===== src/rtl/apb_mem_slave_if.sv =====
// apb_mem_slave_if
//   APB (v3-style) bus bundle between a master/decoder and apb_mem_slave.
//   Ports (signals):
//     Pselx, Penable, Pwrite : master -> slave control
//     Paddr [ADDR_WIDTH]      : byte address
//     Pwdata [DATA_WIDTH]     : write data
//     Pstrb [DATA_WIDTH/8]    : byte write strobes
//     Pready, Pslverr         : slave -> master completion / error
//     Prdata [DATA_WIDTH]     : read data
interface apb_mem_slave_if #(
  parameter int DATA_WIDTH = 32,
  parameter int ADDR_WIDTH = 32
);
  logic                      Pselx;
  logic                      Penable;
  logic                      Pwrite;
  logic [ADDR_WIDTH-1:0]     Paddr;
  logic [DATA_WIDTH-1:0]     Pwdata;
  logic [DATA_WIDTH/8-1:0]   Pstrb;
  logic                      Pready;
  logic                      Pslverr;
  logic [DATA_WIDTH-1:0]     Prdata;

  modport master (
    output Pselx, Penable, Pwrite, Paddr, Pwdata, Pstrb,
    input  Pready, Pslverr, Prdata
  );

  modport slave (
    input  Pselx, Penable, Pwrite, Paddr, Pwdata, Pstrb,
    output Pready, Pslverr, Prdata
  );
endinterface


===== src/rtl/apb_mem_slave.sv =====
// apb_mem_slave
//   Generic APB memory target: DEPTH words of DATA_WIDTH bits, byte strobes,
//   WAIT_STATES cycles of Pready-low wait insertion and Pslverr for
//   misaligned or out-of-range accesses.
//   Ports:
//     Pclk : clock, rising edge
//     Prst : synchronous active-high reset (clears FSM, read data and memory)
//     bus  : apb_mem_slave_if slave modport (Pselx/Penable/Pwrite/Paddr/
//            Pwdata/Pstrb in, Pready/Pslverr/Prdata out)
module apb_mem_slave #(
  parameter int DATA_WIDTH  = 32,
  parameter int ADDR_WIDTH  = 32,
  parameter int DEPTH       = 32,
  parameter int WAIT_STATES = 0
) (
  input  logic                 Pclk,
  input  logic                 Prst,
  apb_mem_slave_if.slave       bus
);

  localparam int BW   = DATA_WIDTH / 8;
  localparam int LSB  = (BW > 1) ? $clog2(BW) : 0;
  localparam int IDXW = (DEPTH > 1) ? $clog2(DEPTH) : 1;

  typedef enum logic {IDLE, ACCESS} state_e;

  state_e                  state_q, state_d;
  logic [3:0]              wcnt_q, wcnt_d;
  logic                    wr_q, wr_d;
  logic                    err_q, err_d;
  logic [IDXW-1:0]         idx_q, idx_d;
  logic [BW-1:0]           strb_q, strb_d;
  logic [DATA_WIDTH-1:0]   wdata_q, wdata_d;
  logic [DATA_WIDTH-1:0]   prdata_q, prdata_d;
  logic                    mem_we;

  logic [DATA_WIDTH-1:0]   mem_q [DEPTH];

  // Decode of the address currently on the bus (used only at setup accept).
  logic [ADDR_WIDTH-1:0]   idx_full;
  logic [IDXW-1:0]         acc_idx;
  logic                    acc_misal;
  logic                    acc_err;

  always_comb begin
    idx_full  = bus.Paddr >> LSB;
    acc_idx   = idx_full[IDXW-1:0];
    // Masking with BW-1 makes the alignment check vanish for byte-wide buses.
    acc_misal = (bus.Paddr & ADDR_WIDTH'(BW - 1)) != '0;
    acc_err   = acc_misal || (idx_full >= ADDR_WIDTH'(DEPTH));
  end

  always_comb begin
    state_d  = state_q;
    wcnt_d   = wcnt_q;
    wr_d     = wr_q;
    err_d    = err_q;
    idx_d    = idx_q;
    strb_d   = strb_q;
    wdata_d  = wdata_q;
    prdata_d = prdata_q;
    mem_we   = 1'b0;
    case (state_q)
      IDLE: begin
        // Only a true setup phase starts a transfer; Pselx&Penable in IDLE is ignored.
        if (bus.Pselx && !bus.Penable) begin
          state_d = ACCESS;
          wcnt_d  = 4'(WAIT_STATES);
          wr_d    = bus.Pwrite;
          err_d   = acc_err;
          idx_d   = acc_idx;
          strb_d  = bus.Pstrb;
          wdata_d = bus.Pwdata;
          if (!bus.Pwrite) begin
            prdata_d = acc_err ? '0 : mem_q[acc_idx];
          end
        end
      end
      ACCESS: begin
        if (!(bus.Pselx && bus.Penable)) begin
          // Master abandoned the transfer: drop it silently.
          state_d = IDLE;
        end else if (wcnt_q != 4'd0) begin
          wcnt_d = wcnt_q - 4'd1;
        end else begin
          state_d = IDLE;
          mem_we  = wr_q && !err_q;
        end
      end
      default: state_d = IDLE;
    endcase
  end

  // Registered stage: control, read data and memory (all cleared by reset)
  always_ff @(posedge Pclk) begin
    if (Prst) begin
      state_q  <= IDLE;
      wcnt_q   <= '0;
      wr_q     <= 1'b0;
      err_q    <= 1'b0;
      prdata_q <= '0;
      for (int i = 0; i < DEPTH; i++) begin
        mem_q[i] <= '0;
      end
    end else begin
      state_q  <= state_d;
      wcnt_q   <= wcnt_d;
      wr_q     <= wr_d;
      err_q    <= err_d;
      prdata_q <= prdata_d;
      if (mem_we) begin
        for (int b = 0; b < BW; b++) begin
          if (strb_q[b]) begin
            mem_q[idx_q][8*b +: 8] <= wdata_q[8*b +: 8];
          end
        end
      end
    end
  end

  // Latched transfer payload; meaningful only while in ACCESS
  always_ff @(posedge Pclk) begin
    idx_q   <= idx_d;
    strb_q  <= strb_d;
    wdata_q <= wdata_d;
  end

  assign bus.Pready  = (state_q == ACCESS) && (wcnt_q == 4'd0);
  assign bus.Pslverr = bus.Pready && err_q;
  assign bus.Prdata  = prdata_q;

endmodule


===== src/flat_wrapper.sv =====
// flat-port wrapper written by rule: the top's interface ports become plain ports
module apb_mem_slave_flat 
#(
  parameter int DATA_WIDTH  = 32,
  parameter int ADDR_WIDTH  = 32,
  parameter int DEPTH       = 32,
  parameter int WAIT_STATES = 0
)
  (Pclk, Prst, bus_Pselx, bus_Penable, bus_Pwrite, bus_Paddr, bus_Pwdata, bus_Pstrb, bus_Pready, bus_Pslverr, bus_Prdata);
  apb_mem_slave_if #(.DATA_WIDTH(DATA_WIDTH), .ADDR_WIDTH(ADDR_WIDTH)) bus_i ();
  input  logic Pclk;
  input  logic Prst;
  input wire logic [$bits(bus_i.Pselx)-1:0] bus_Pselx;
  input wire logic [$bits(bus_i.Penable)-1:0] bus_Penable;
  input wire logic [$bits(bus_i.Pwrite)-1:0] bus_Pwrite;
  input wire logic [$bits(bus_i.Paddr)-1:0] bus_Paddr;
  input wire logic [$bits(bus_i.Pwdata)-1:0] bus_Pwdata;
  input wire logic [$bits(bus_i.Pstrb)-1:0] bus_Pstrb;
  output wire logic [$bits(bus_i.Pready)-1:0] bus_Pready;
  output wire logic [$bits(bus_i.Pslverr)-1:0] bus_Pslverr;
  output wire logic [$bits(bus_i.Prdata)-1:0] bus_Prdata;
  assign bus_i.Pselx = bus_Pselx;
  assign bus_i.Penable = bus_Penable;
  assign bus_i.Pwrite = bus_Pwrite;
  assign bus_i.Paddr = bus_Paddr;
  assign bus_i.Pwdata = bus_Pwdata;
  assign bus_i.Pstrb = bus_Pstrb;
  assign bus_Pready = bus_i.Pready;
  assign bus_Pslverr = bus_i.Pslverr;
  assign bus_Prdata = bus_i.Prdata;
  apb_mem_slave #(.DATA_WIDTH(DATA_WIDTH), .ADDR_WIDTH(ADDR_WIDTH), .DEPTH(DEPTH), .WAIT_STATES(WAIT_STATES)) u_core (.Pclk(Pclk), .Prst(Prst), .bus(bus_i));
endmodule

===== config.mk =====
export PLATFORM = sky130hd
export DESIGN_NAME = apb_mem_slave_flat
export DESIGN_NICKNAME = d
export VERILOG_FILES = /design/src/rtl/apb_mem_slave_if.sv /design/src/rtl/apb_mem_slave.sv /design/src/flat_wrapper.sv
export SDC_FILE = /design/constraint.sdc
export NUM_CORES = 2
export LEC_CHECK = 0
export CAP_MARGIN = 20
export CORE_MARGIN = 3
export CORE_UTILIZATION = 45
export DETAILED_ROUTE_END_ITERATION = 7
export GPL_TIMING_DRIVEN = 0
export PLACE_DENSITY = 0.6
export REMOVE_ABC_BUFFERS = 1
export SYNTH_ARGS = -nofsm -noshare
export SYNTH_HDL_FRONTEND = slang
export SYNTH_SLANG_ARGS = --single-unit
export TNS_END_PERCENT = 10

===== constraint.sdc =====
create_clock -name Pclk -period 3.86 [get_ports Pclk]
set_clock_uncertainty 0.2 [all_clocks]
set_input_delay 0.386 -clock Pclk [delete_from_list [all_inputs] [get_ports Pclk]]
set_output_delay 0.386 -clock Pclk [all_outputs]
set_load 0.02 [all_outputs]

==> impl_metrics.json <==
{
  "ys_types": 50,
  "grt_pass1_vias": 29500,
  "grt_pass1_wl_um": 195000,
  "syn-cell-area_sq_um": 51100,
  "antennaDiodeCount": 0,
  "clkTransAtPathRegs_ns": 0.06,
  "synth_mux_area_frac": 0.117,
  "critPathMaxStageDelay_ns": 0.49,
  "die_h_um": 343,
  "worst_pin_slew_ns": 1.12,
  "grt_overflow_total": 0,
  "power_leakage_nw": 20.8,
  "rows": 122,
  "dp_cells": 4826,
  "avgRoutedWirePerCell_um": 26.0,
  "cp_num_buf_inv": 2,
  "num_vias": 28500,
  "synthXorXnorAreaFrac": 0.000343,
  "drt_iter0_markers": 2702,
  "r2r-start": "u_core.wcnt_q[0]",
  "final_common_cell": "edfxtp_1",
  "synth-compound-area-share": 0.0305,
  "grt_max_degree": 97,
  "pre_cts_ws_ns": 0.142,
  "vias_per_cell": 5.65,
  "critPathLaunch": "u_core.wcnt_q[0]",
  "h-tree-depth": 3,
  "layout_common_cells": "edfxtp_1 (1065), and2_1 (1025), mux4_2 (193)",
  "die_w_um": 343,
  "critPathMaxFanout": 18,
  "core-area_sq_um": 112000,
  "drv_slew": 0,
  "ir_worst_vdd_v": 0.000382,
  "cts_setup_buffers": 0,
  "clk_latency_ns": 0.69,
  "cts-root-buf": "clkbuf_16",
  "async_flop_share": 0,
  "die_area_sq_um": 118000,
  "start_util": 0.458,
  "avgSynthCellArea_sq_um": 14.9,
  "crit_slowest_cell": "nor2_1",
  "fillers": 9050,
  "hpwl_um": 86400,
  "antenna_found_initial": 1,
  "clock_path_buffers": 3,
  "crit_required_ns": 4.03,
  "syn_to_final_growth_pct": 13.1,
  "synth_top_family_by_area": "simple AND/OR/NAND/NOR gates",
  "rsz0062_at_grt": "false",
  "worstPathCellList": "inv_1 -> ha_1 -> and4bb_1 -> and3_4 -> nand2_4 -> buf_12 -> nor2_1 -> or2_2",
  "drc": 0,
  "nets": 3537,
  "ys_seq_area_frac": 0.641,
  "cts_resized": 0,
  "synth_warnings": 0,
  "tns_ns": 0,
  "syn_inst": 3426,
  "fin_ws_ns": 0.584,
  "instances_no_fill": 5045,
  "cts.sinks": 1104,
  "synth_flop_cell": "edfxtp_1",
  "critPathLaunchType": "register",
  "ys_seq_elements": 1104,
  "gp_congestion": 0.789,
  "cts_tree": "yes",
  "setup_viol": 0,
  "place_area_sq_um": 54000,
  "min_path_type": "in -> reg",
  "synth_fa_ha_area_frac": 0.000245,
  "setup.worst_path.end_class": "register",
  "status": "finished, final reports clean",
  "finalCritPeriodShare": 0.849,
  "utilization": 0.517,
  "path_class": "reg -> reg",
  "port_buffers": 106,
  "synth_simple_gate_area_frac": 0.185,
  "drive_above_1_share": 0.198,
  "power.density_nw_per_um2": 444,
  "cts_made_buffers": 110,
  "relSlewSlack": 0.254,
  "num_io_pins": 107,
  "maxCapViolCount": 0,
  "antenna_left": 0,
  "drtPass1Iterations": 7,
  "hp-start": "bus_Pwdata[4]",
  "synth_edf_count": 1065,
  "grt_use_total": 0.225,
  "arrival_ns": 3.44,
  "wl_um": 131000,
  "stdcell_area_sq_um": 57700,
  "fmax_mhz": 305,
  "layout_min_cycle_time_ns": 3.28,
  "critical-path-top-delay-family": "simple AND/OR/NAND/NOR gates",
  "ctsHoldBuffers": 0,
  "hold_viol": 0
}
==> synth_stat cells, types with 3 or more instances <==
cell / number / area share
a21oi_1: 64 / 0.0063
nor2_1: 46 / 0.0034
nor3_1: 5 / 0.00049
o21ai_0: 20 / 0.0020
o211ai_1: 3 / 0.00044
buf_6: 20 / 0.0044
clkbuf_1: 155 / 0.011
o22ai_1: 32 / 0.0039
nor3b_1: 3 / 0.00044
mux2i_1: 127 / 0.025
dfxtp_1: 39 / 0.015
mux2_2: 33 / 0.0073
nor2b_1: 3 / 0.00037
nand2_2: 4 / 0.00049
a22o_1: 31 / 0.0053
o21ai_1: 13 / 0.0013
nand2_1: 101 / 0.0074
inv_1: 35 / 0.0026
nand4_1: 4 / 0.00049
a32oi_1: 31 / 0.0053
or2_2: 127 / 0.016
buf_1: 8 / 0.00059
o221ai_1: 32 / 0.0055
nor2_4: 120 / 0.026
mux4_2: 193 / 0.085
nor4_1: 7 / 0.00086
buf_4: 25 / 0.0037
and2_1: 1027 / 0.13
edfxtp_1: 1065 / 0.63
buf_2: 27 / 0.0026
==> power by group <==
part	total [W]	internal [W]	switching [W]	leakage [nW]
Sequential	0.0137	0.0135	0.000184	11.3
Clock	0.0104	0.00584	0.00454	1.68
Combinational	0.00158	0.000650	0.000927	7.80
==> layer usage <==
| layer | vias to the layer above | GRT usage | share of wire |
|---|---|---|---|
| met5 | - | 0 | 0 |
| met4 | 0 | 0.0771 | 0.034 |
| met3 | 204 | 0.0352 | 0.066 |
| met2 | 1019 | 0.371 | 0.49 |
| met1 | 14700 | 0.305 | 0.41 |
| li1 | 12600 | - | - |
==> sequential cells by signal, indices dropped and copies added, names as in the netlist <==
signal	cells
u_core.err_q	1
u_core.bus.Prdata	32
u_core.mem_q	1024
u_core.state_q	1
u_core.wr_q	1
u_core.strb_q	4
u_core.wcnt_q	4
u_core.idx_q	5
u_core.wdata_q	32
==> final timing paths <==
path	end	slack, ns	cells past startpoint
setup / recovery	u_core.mem_q[16][0]	0.58	8
hold / removal	u_core.wdata_q[4]	0.05	1
setup reg to reg	u_core.mem_q[16][0]	0.58	8
hold reg to reg	u_core.bus.Prdata[17]	0.28	2
==> cell families after synthesis <==
logic type / after synthesis
flops: 1104
compound gates: 229
buf+inv: 272
xor+xnor: 2
simple gates: 1465
mux: 353
fa+ha+maj: 1
==> stage by stage <==
stage	total power, W	hold slack (ns)
6_report	0.0256	0.0488
5_1_grt	0.0264	0.0327
4_1_cts	0.0257	0.0124
3_5_place_dp	0.0155	0.269
3_3_place_gp	0.0158	0.249
2_1_floorplan	0.0146	0.239
==> area by class of cell <==
| class | instances | area (sq um) | share of cell area |
|---|---|---|---|
| repair buffers | 162 | 2470 | 0.0428 |
| clock buffers | 155 | 3060 | 0.0529 |
| well taps | 1488 | 1860 | 0.0322 |
| flip-flops and latches | 1104 | 32800 | 0.567 |
| inverters | 35 | 131 | 0.00228 |
| clock inverters | 51 | 398 | 0.00689 |
| multi-input cells | 2050 | 17100 | 0.296 |
(Power assumes the default switching activity.)
